===== src/rtl/scarv_cop_malu_issue.sv =====
// ---------------------------------------------------------------------------
// scarv_cop_malu_issue
//
// Initiator side of the COP multi-precision ALU handshake. It takes one
// decoded MP/shift instruction, holds its operands steady while malu_ivalid
// is high, commits the byte-enabled result to the CPR write port for exactly
// one cycle and then offers a completion/error response to the core.
// A watchdog aborts an operation the MALU never acknowledges.
//
// All outputs except id_ready are registered. Each one is computed from the
// next state, so it lines up with the state it belongs to.
// ---------------------------------------------------------------------------
module scarv_cop_malu_issue #(
    parameter int TIMEOUT_CYCLES = 64
) (
    input  logic        g_clk,
    input  logic        g_resetn,
    input  logic        flush,

    input  logic        id_valid,
    output logic        id_ready,
    input  logic [31:0] id_rs1,
    input  logic [31:0] id_rs2,
    input  logic [31:0] id_rs3,
    input  logic [31:0] id_imm,
    input  logic [2:0]  id_class,
    input  logic [3:0]  id_subclass,
    input  logic [3:0]  id_crd,

    output logic        malu_ivalid,
    input  logic        malu_idone,
    output logic [31:0] malu_rs1,
    output logic [31:0] malu_rs2,
    output logic [31:0] malu_rs3,
    output logic [31:0] malu_imm,
    output logic [2:0]  malu_class,
    output logic [3:0]  malu_subclass,
    input  logic [3:0]  malu_cpr_rd_ben,
    input  logic [31:0] malu_cpr_rd_wdata,

    output logic        cpr_wen,
    output logic [3:0]  cpr_waddr,
    output logic [3:0]  cpr_wben,
    output logic [31:0] cpr_wdata,

    output logic        rsp_valid,
    input  logic        rsp_ready,
    output logic        rsp_error
);

    typedef enum logic [1:0] {
        ST_IDLE  = 2'd0,
        ST_BUSY  = 2'd1,
        ST_WRITE = 2'd2,
        ST_RESP  = 2'd3
    } state_t;

    // Last BUSY cycle count before the watchdog fires. The counter is 0 in
    // the first BUSY cycle, so malu_ivalid is high for TIMEOUT_CYCLES cycles.
    localparam logic [7:0] TIMEOUT_LAST = 8'(TIMEOUT_CYCLES - 1);

    // Control state
    state_t      state_q, state_d;
    logic [7:0]  cnt_q, cnt_d;
    logic        err_q, err_d;

    // Latched instruction fields
    logic [31:0] rs1_q, rs1_d;
    logic [31:0] rs2_q, rs2_d;
    logic [31:0] rs3_q, rs3_d;
    logic [31:0] imm_q, imm_d;
    logic [2:0]  class_q, class_d;
    logic [3:0]  subclass_q, subclass_d;
    logic [3:0]  crd_q, crd_d;

    // Captured MALU result
    logic [3:0]  ben_q, ben_d;
    logic [31:0] res_q, res_d;

    // Registered outputs
    logic        malu_ivalid_q, malu_ivalid_d;
    logic        cpr_wen_q, cpr_wen_d;
    logic [3:0]  cpr_waddr_q, cpr_waddr_d;
    logic [3:0]  cpr_wben_q, cpr_wben_d;
    logic [31:0] cpr_wdata_q, cpr_wdata_d;
    logic        rsp_valid_q, rsp_valid_d;
    logic        rsp_error_q, rsp_error_d;

    logic        accept;
    logic        timeout_hit;

    // A flush in the same cycle as an offer must not let it in.
    assign id_ready    = (state_q == ST_IDLE) & ~flush;
    assign accept      = id_valid & id_ready;
    assign timeout_hit = (cnt_q == TIMEOUT_LAST);

    // Next-state logic: handshake sequencing, watchdog and result capture
    always_comb begin
        state_d = state_q;
        cnt_d   = cnt_q;
        err_d   = err_q;
        ben_d   = ben_q;
        res_d   = res_q;

        case (state_q)
            ST_IDLE: begin
                if (accept) begin
                    state_d = ST_BUSY;
                    cnt_d   = 8'd0;
                    err_d   = 1'b0;
                end
            end

            ST_BUSY: begin
                cnt_d = cnt_q + 8'd1;
                // Priority: flush abandons everything (a simultaneous idone
                // is dropped), then idone beats a same-cycle timeout.
                if (flush) begin
                    state_d = ST_IDLE;
                end else if (malu_idone) begin
                    state_d = ST_WRITE;
                    ben_d   = malu_cpr_rd_ben;
                    res_d   = malu_cpr_rd_wdata;
                end else if (timeout_hit) begin
                    state_d = ST_RESP;
                    err_d   = 1'b1;
                end
            end

            // Commit point has passed: flush is not looked at from here on.
            ST_WRITE: begin
                state_d = ST_RESP;
            end

            ST_RESP: begin
                if (rsp_ready) begin
                    state_d = ST_IDLE;
                    err_d   = 1'b0;
                end
            end

            default: begin
                state_d = ST_IDLE;
            end
        endcase
    end

    // Instruction fields are captured only on the accept cycle, so the MALU
    // sees constant operands for the whole BUSY period.
    always_comb begin
        rs1_d      = rs1_q;
        rs2_d      = rs2_q;
        rs3_d      = rs3_q;
        imm_d      = imm_q;
        class_d    = class_q;
        subclass_d = subclass_q;
        crd_d      = crd_q;
        if (accept) begin
            rs1_d      = id_rs1;
            rs2_d      = id_rs2;
            rs3_d      = id_rs3;
            imm_d      = id_imm;
            class_d    = id_class;
            subclass_d = id_subclass;
            crd_d      = id_crd;
        end
    end

    // Output decode from the next state so outputs are glitch-free flops
    always_comb begin
        malu_ivalid_d = (state_d == ST_BUSY);
        cpr_wen_d     = 1'b0;
        cpr_waddr_d   = 4'd0;
        cpr_wben_d    = 4'd0;
        cpr_wdata_d   = 32'd0;
        rsp_valid_d   = (state_d == ST_RESP);
        rsp_error_d   = (state_d == ST_RESP) & err_d;
        if (state_d == ST_WRITE) begin
            // An all-zero byte enable still spends the WRITE cycle but
            // must not strobe the register file.
            cpr_wen_d   = |ben_d;
            cpr_waddr_d = crd_q;
            cpr_wben_d  = ben_d;
            cpr_wdata_d = res_d;
        end
    end

    // State and datapath registers; reset discards any operation in flight
    always_ff @(posedge g_clk or negedge g_resetn) begin
        if (!g_resetn) begin
            state_q       <= ST_IDLE;
            cnt_q         <= 8'd0;
            err_q         <= 1'b0;
            rs1_q         <= 32'd0;
            rs2_q         <= 32'd0;
            rs3_q         <= 32'd0;
            imm_q         <= 32'd0;
            class_q       <= 3'd0;
            subclass_q    <= 4'd0;
            crd_q         <= 4'd0;
            ben_q         <= 4'd0;
            res_q         <= 32'd0;
            malu_ivalid_q <= 1'b0;
            cpr_wen_q     <= 1'b0;
            cpr_waddr_q   <= 4'd0;
            cpr_wben_q    <= 4'd0;
            cpr_wdata_q   <= 32'd0;
            rsp_valid_q   <= 1'b0;
            rsp_error_q   <= 1'b0;
        end else begin
            state_q       <= state_d;
            cnt_q         <= cnt_d;
            err_q         <= err_d;
            rs1_q         <= rs1_d;
            rs2_q         <= rs2_d;
            rs3_q         <= rs3_d;
            imm_q         <= imm_d;
            class_q       <= class_d;
            subclass_q    <= subclass_d;
            crd_q         <= crd_d;
            ben_q         <= ben_d;
            res_q         <= res_d;
            malu_ivalid_q <= malu_ivalid_d;
            cpr_wen_q     <= cpr_wen_d;
            cpr_waddr_q   <= cpr_waddr_d;
            cpr_wben_q    <= cpr_wben_d;
            cpr_wdata_q   <= cpr_wdata_d;
            rsp_valid_q   <= rsp_valid_d;
            rsp_error_q   <= rsp_error_d;
        end
    end

    assign malu_ivalid   = malu_ivalid_q;
    assign malu_rs1      = rs1_q;
    assign malu_rs2      = rs2_q;
    assign malu_rs3      = rs3_q;
    assign malu_imm      = imm_q;
    assign malu_class    = class_q;
    assign malu_subclass = subclass_q;
    assign cpr_wen       = cpr_wen_q;
    assign cpr_waddr     = cpr_waddr_q;
    assign cpr_wben      = cpr_wben_q;
    assign cpr_wdata     = cpr_wdata_q;
    assign rsp_valid     = rsp_valid_q;
    assign rsp_error     = rsp_error_q;

endmodule


===== config.mk =====
export PLATFORM = sky130hd
export DESIGN_NAME = scarv_cop_malu_issue
export DESIGN_NICKNAME = d
export VERILOG_FILES = /design/src/rtl/scarv_cop_malu_issue.sv
export SDC_FILE = /design/constraint.sdc
export NUM_CORES = 1
export LEC_CHECK = 0
export CAP_MARGIN = 20
export CORE_AREA = 2 2 139 141
export DETAILED_ROUTE_END_ITERATION = 6
export DIE_AREA = 0 0 141 143
export DONT_BUFFER_PORTS = 1
export HOLD_SLACK_MARGIN = 0.03
export PLACE_DENSITY = 0.56
export SKIP_LAST_GASP = 1
export SLEW_MARGIN = 10
export SYNTH_ARGS = -nofsm -noshare
export SYNTH_HDL_FRONTEND = slang
export SYNTH_SLANG_ARGS = --single-unit

===== constraint.sdc =====
create_clock -name g_clk -period 2 [get_ports g_clk]
set_clock_uncertainty 0.15 [all_clocks]
set_input_delay 0.1 -clock g_clk [delete_from_list [all_inputs] [get_ports g_clk]]
set_output_delay 0.1 -clock g_clk [all_outputs]
set_load 0.02 [all_outputs]

==> summary.md <==
## Clock network
• Inserted Clock Buffers: 17
• largest buffer count on any clock path: 2
• clock transition at the registers of the reported paths: 0.07 ns
• Post-CTS Repair Setup Buffers: 0
• clock root buffer: clkbuf_16
• cells resized by post-CTS repair: 0
• TritonCTS clock tree: yes
• # hold bufs at CTS: 179
• source-to-sink clock delay at the later pin of the worst-skew pair: 0.42 ns
• number of clock sinks: 194
• CTS HTree Levels: 4

## Critical path
• CP arrival: 2.04 ns
• Max stage delay cell, worst path: or4b_4
• kind of critical path: register to register
• required time at the endpoint of the critical path: 2.15 ns
• Max Fanout on Critical Path: 74
• most repeated library cell on the critical path: nand2_1
• cell count of the worst reg-to-reg path: 4
• Cell Chain, Critical Path: or4b_4 > buf_12 > nand2_1 > nand2_1
• delay contributed by the slowest stage of the critical path: 0.68 ns
• Crit. path cell count: 4
• kind of capture point of the worst setup path: register
• Worst Setup Start Kind: register
• R2R Setup Slk: 0.12 ns
• cell class contributing the biggest share of worst-path delay: simple AND/OR/NAND/NOR gates
• buffers plus inverters on the worst setup path: 1

## Logic synthesis
• leading post-synthesis cells by cell area: dfrtp_1, nand2_1, and2_1
• number of library cell types mapped by synthesis: 33
• Mean Syn Cell Area: 9.79 um2
• Syn. warnings: 0
• mapped cell area: 7320 um2
• Gate Count Post-Synth: 748
• ys flop type: dfrtp_1
• post-synthesis sequential element count: 194
• FFs w/ async S/R, synth: 100%
• sequential share of the synthesized area: 66.3%
• Mapped Nets: 930
• library cell with the largest summed area after synthesis: dfrtp_1
• top cells by count, synth: nand2_1, dfrtp_1, and2_1, buf_2, buf_6
• library cell with the highest instance count after synthesis: nand2_1
• share of the synthesized area in the top cell type: 66.3%
• number of flops mapped to enable cells by yosys: 0

## Routing
• Detailed Routing Iterations Pass 1: 4
• detailed router's first-iteration violation count: 411
• WL/cell: 17.2 um
• via count: 5628
• Post-route DRC: 0
• total wire length: 20100 um
• detailed-route vias per instance: 4.83
• number of routed nets with antenna violations: 0

## Outcome
• violations in the final reports: hold timing
• outcome: finished, violations left

## Global route
• number of antenna violations at the first check in global routing: 1
• pin count of the biggest net entering global routing: 195
• vias in the first global route: 5918
• wire length of the first global-routing pass: 30900 um
• Overall Global Routing Usage: 19.7%
• GR Overflow Total: 0

## Cells and area
• synthesis-to-finish area growth: 34.5%
• final instance area: 9850 um2
• # fillers: 1587
• Net count, final: 1101
• Seq. cell area: 4850 um2
• fin cells: 1166
• multi-input combinational cell area: 2180 um2
• ratio of cells with drive above 1 in the final layout: 5.37%

## Floorplan
• I/O Pins: 361
• site row count: 50
• die area: 20200 um2
• Die Wd: 141 um
• Initial Utilization: 39.4%
• core region area: 18600 um2
• Die Ht: 143 um

## STA
• Least-Margin Pin Slew: 0.396 ns
• final count of negative-setup-slack endpoints: 0
• setup repair after global routing missed its margin: false
• worst hold slack across all endpoints: -0.783 ns
• f_max: 531 MHz
• final worst path period share: 94.1%
• final worst path period need: 1.88 ns
• worst-case setup margin in the final layout: 0.118 ns
• Final Slew Violations: 0
• Slew headroom: 73.6%
• number of hold violations in the final report: 194
• total negative slack: 0 ns

## Placement
• pre-CTS WS: 0.176 ns
• half-perimeter wire length after detailed placement: 12800 um
• Placed Cells: 955
• weighted congestion at the end of routability-driven global placement: 0.807
• area post-placement: 7490 um2
• I/O Buffers: 0

## Pwr
• power density of the placed cells: 1470 nW/um2
• worst-case vdd ir drop: 0.687 mV
• static power due to leakage: 0.00502 uW

## Hold path
• min-delay worst type: input port to async pin

## Flow run
• Max-Cap Viols: 0

-- path summary, 6_finish.rpt --
| check | start | to |
|---|---|---|
| setup / recovery | state_q[1] | malu_rs3[19] |
| max in group asynchronous | g_resetn | malu_rs1[14] |
| setup reg to reg | state_q[1] | malu_rs3[19] |
| min in group g_clk | id_rs3[3] | malu_rs3[3] |
| hold / removal | g_resetn | malu_rs3[17] |
| hold reg to reg | crd_q[1] | crd_q[1] |
-- worst register-to-register path, stage by stage, from the launching register on --
cell,delay [ns]
dfrtp_1,0.42
or4b_4,0.68
buf_12,0.24
nand2_1,0.22
nand2_1,0.07
-- metal layers --
| layer | track usage, % | vias up | wire length (um) |
|---|---|---|---|
| li1 | - | 2630 | - |
| met4 | 7.84 | 0 | 571 |
| met2 | 33.7 | 256 | 10100 |
| met3 | 7.81 | 37 | 1790 |
| met5 | 0 | - | 0 |
| met1 | 22.3 | 2705 | 7630 |
-- report_power, final --
group | total (uW) | switching, uW | internal [uW]
Sequential | 8640 | 3150 | 5490
Clock | 3230 | 1560 | 1670
Combinational | 2610 | 1490 | 1120
Total | 14500 | 6200 | 8280
-- metrics by stage --
step           utilization, %  hold WS [ns]  total power, uW
2_1_floorplan               -        -0.346            10100
3_3_place_gp             40.3        -0.340            10800
3_5_place_dp             40.3        -0.341            11000
4_1_cts                  53.0        -0.810            14600
5_1_grt                  53.0        -0.821            15400
6_report                 53.0        -0.783            14500
-- area by class of cell --
class,instances,area share (%)
diodes,1,0.0254
clock buffers,18,4.46
clock inverters,13,1.26
inverters,1,0.0381
multi-input cells,512,22.2
flip-flops and latches,194,49.3
well taps,234,2.97
repair buffers,193,19.8
-- state kept, by name, summed over array words and instances, names as in the netlist --
signal,count
malu_rs3,32
cpr_waddr,4
malu_class,3
cnt_q,8
malu_ivalid,1
cpr_wen,1
malu_imm,32
malu_rs1,32
err_q,1
crd_q,4
rsp_error,1
cpr_wdata,32
malu_rs2,32
malu_subclass,4
rsp_valid,1
cpr_wben,4
state_q,2
-- kinds of logic after synthesis --
kind of cell               count (synthesis)  synth area share [%]
AOI/OAI and AO/OA                         13                  1.16
adders and majority gates                  1                 0.171
buffers and inverters                     42                  4.00
DFF                                      194                  66.3
muxes                                      3                 0.427
and+or+nand+nor                          495                  27.9
-- cell usage in the layout (no fill, tap or decap), types with 2 or more instances in the layout --
| cell | n |
|---|---|
| buf_12 | 4 |
| buf_4 | 10 |
| dlygate4sd3_1 | 179 |
| nand2_1 | 430 |
| nand3b_1 | 2 |
| mux2i_1 | 2 |
| dfrtp_1 | 194 |
| o211ai_1 | 2 |
| inv_6 | 2 |
| clkbuf_16 | 17 |
| inv_8 | 3 |
| and2_1 | 40 |
| nand3_1 | 10 |
| a21oi_1 | 4 |
| o31ai_1 | 2 |
| o21ai_0 | 2 |
| clkinv_4 | 5 |
Power figures use the tool's default switching activity.
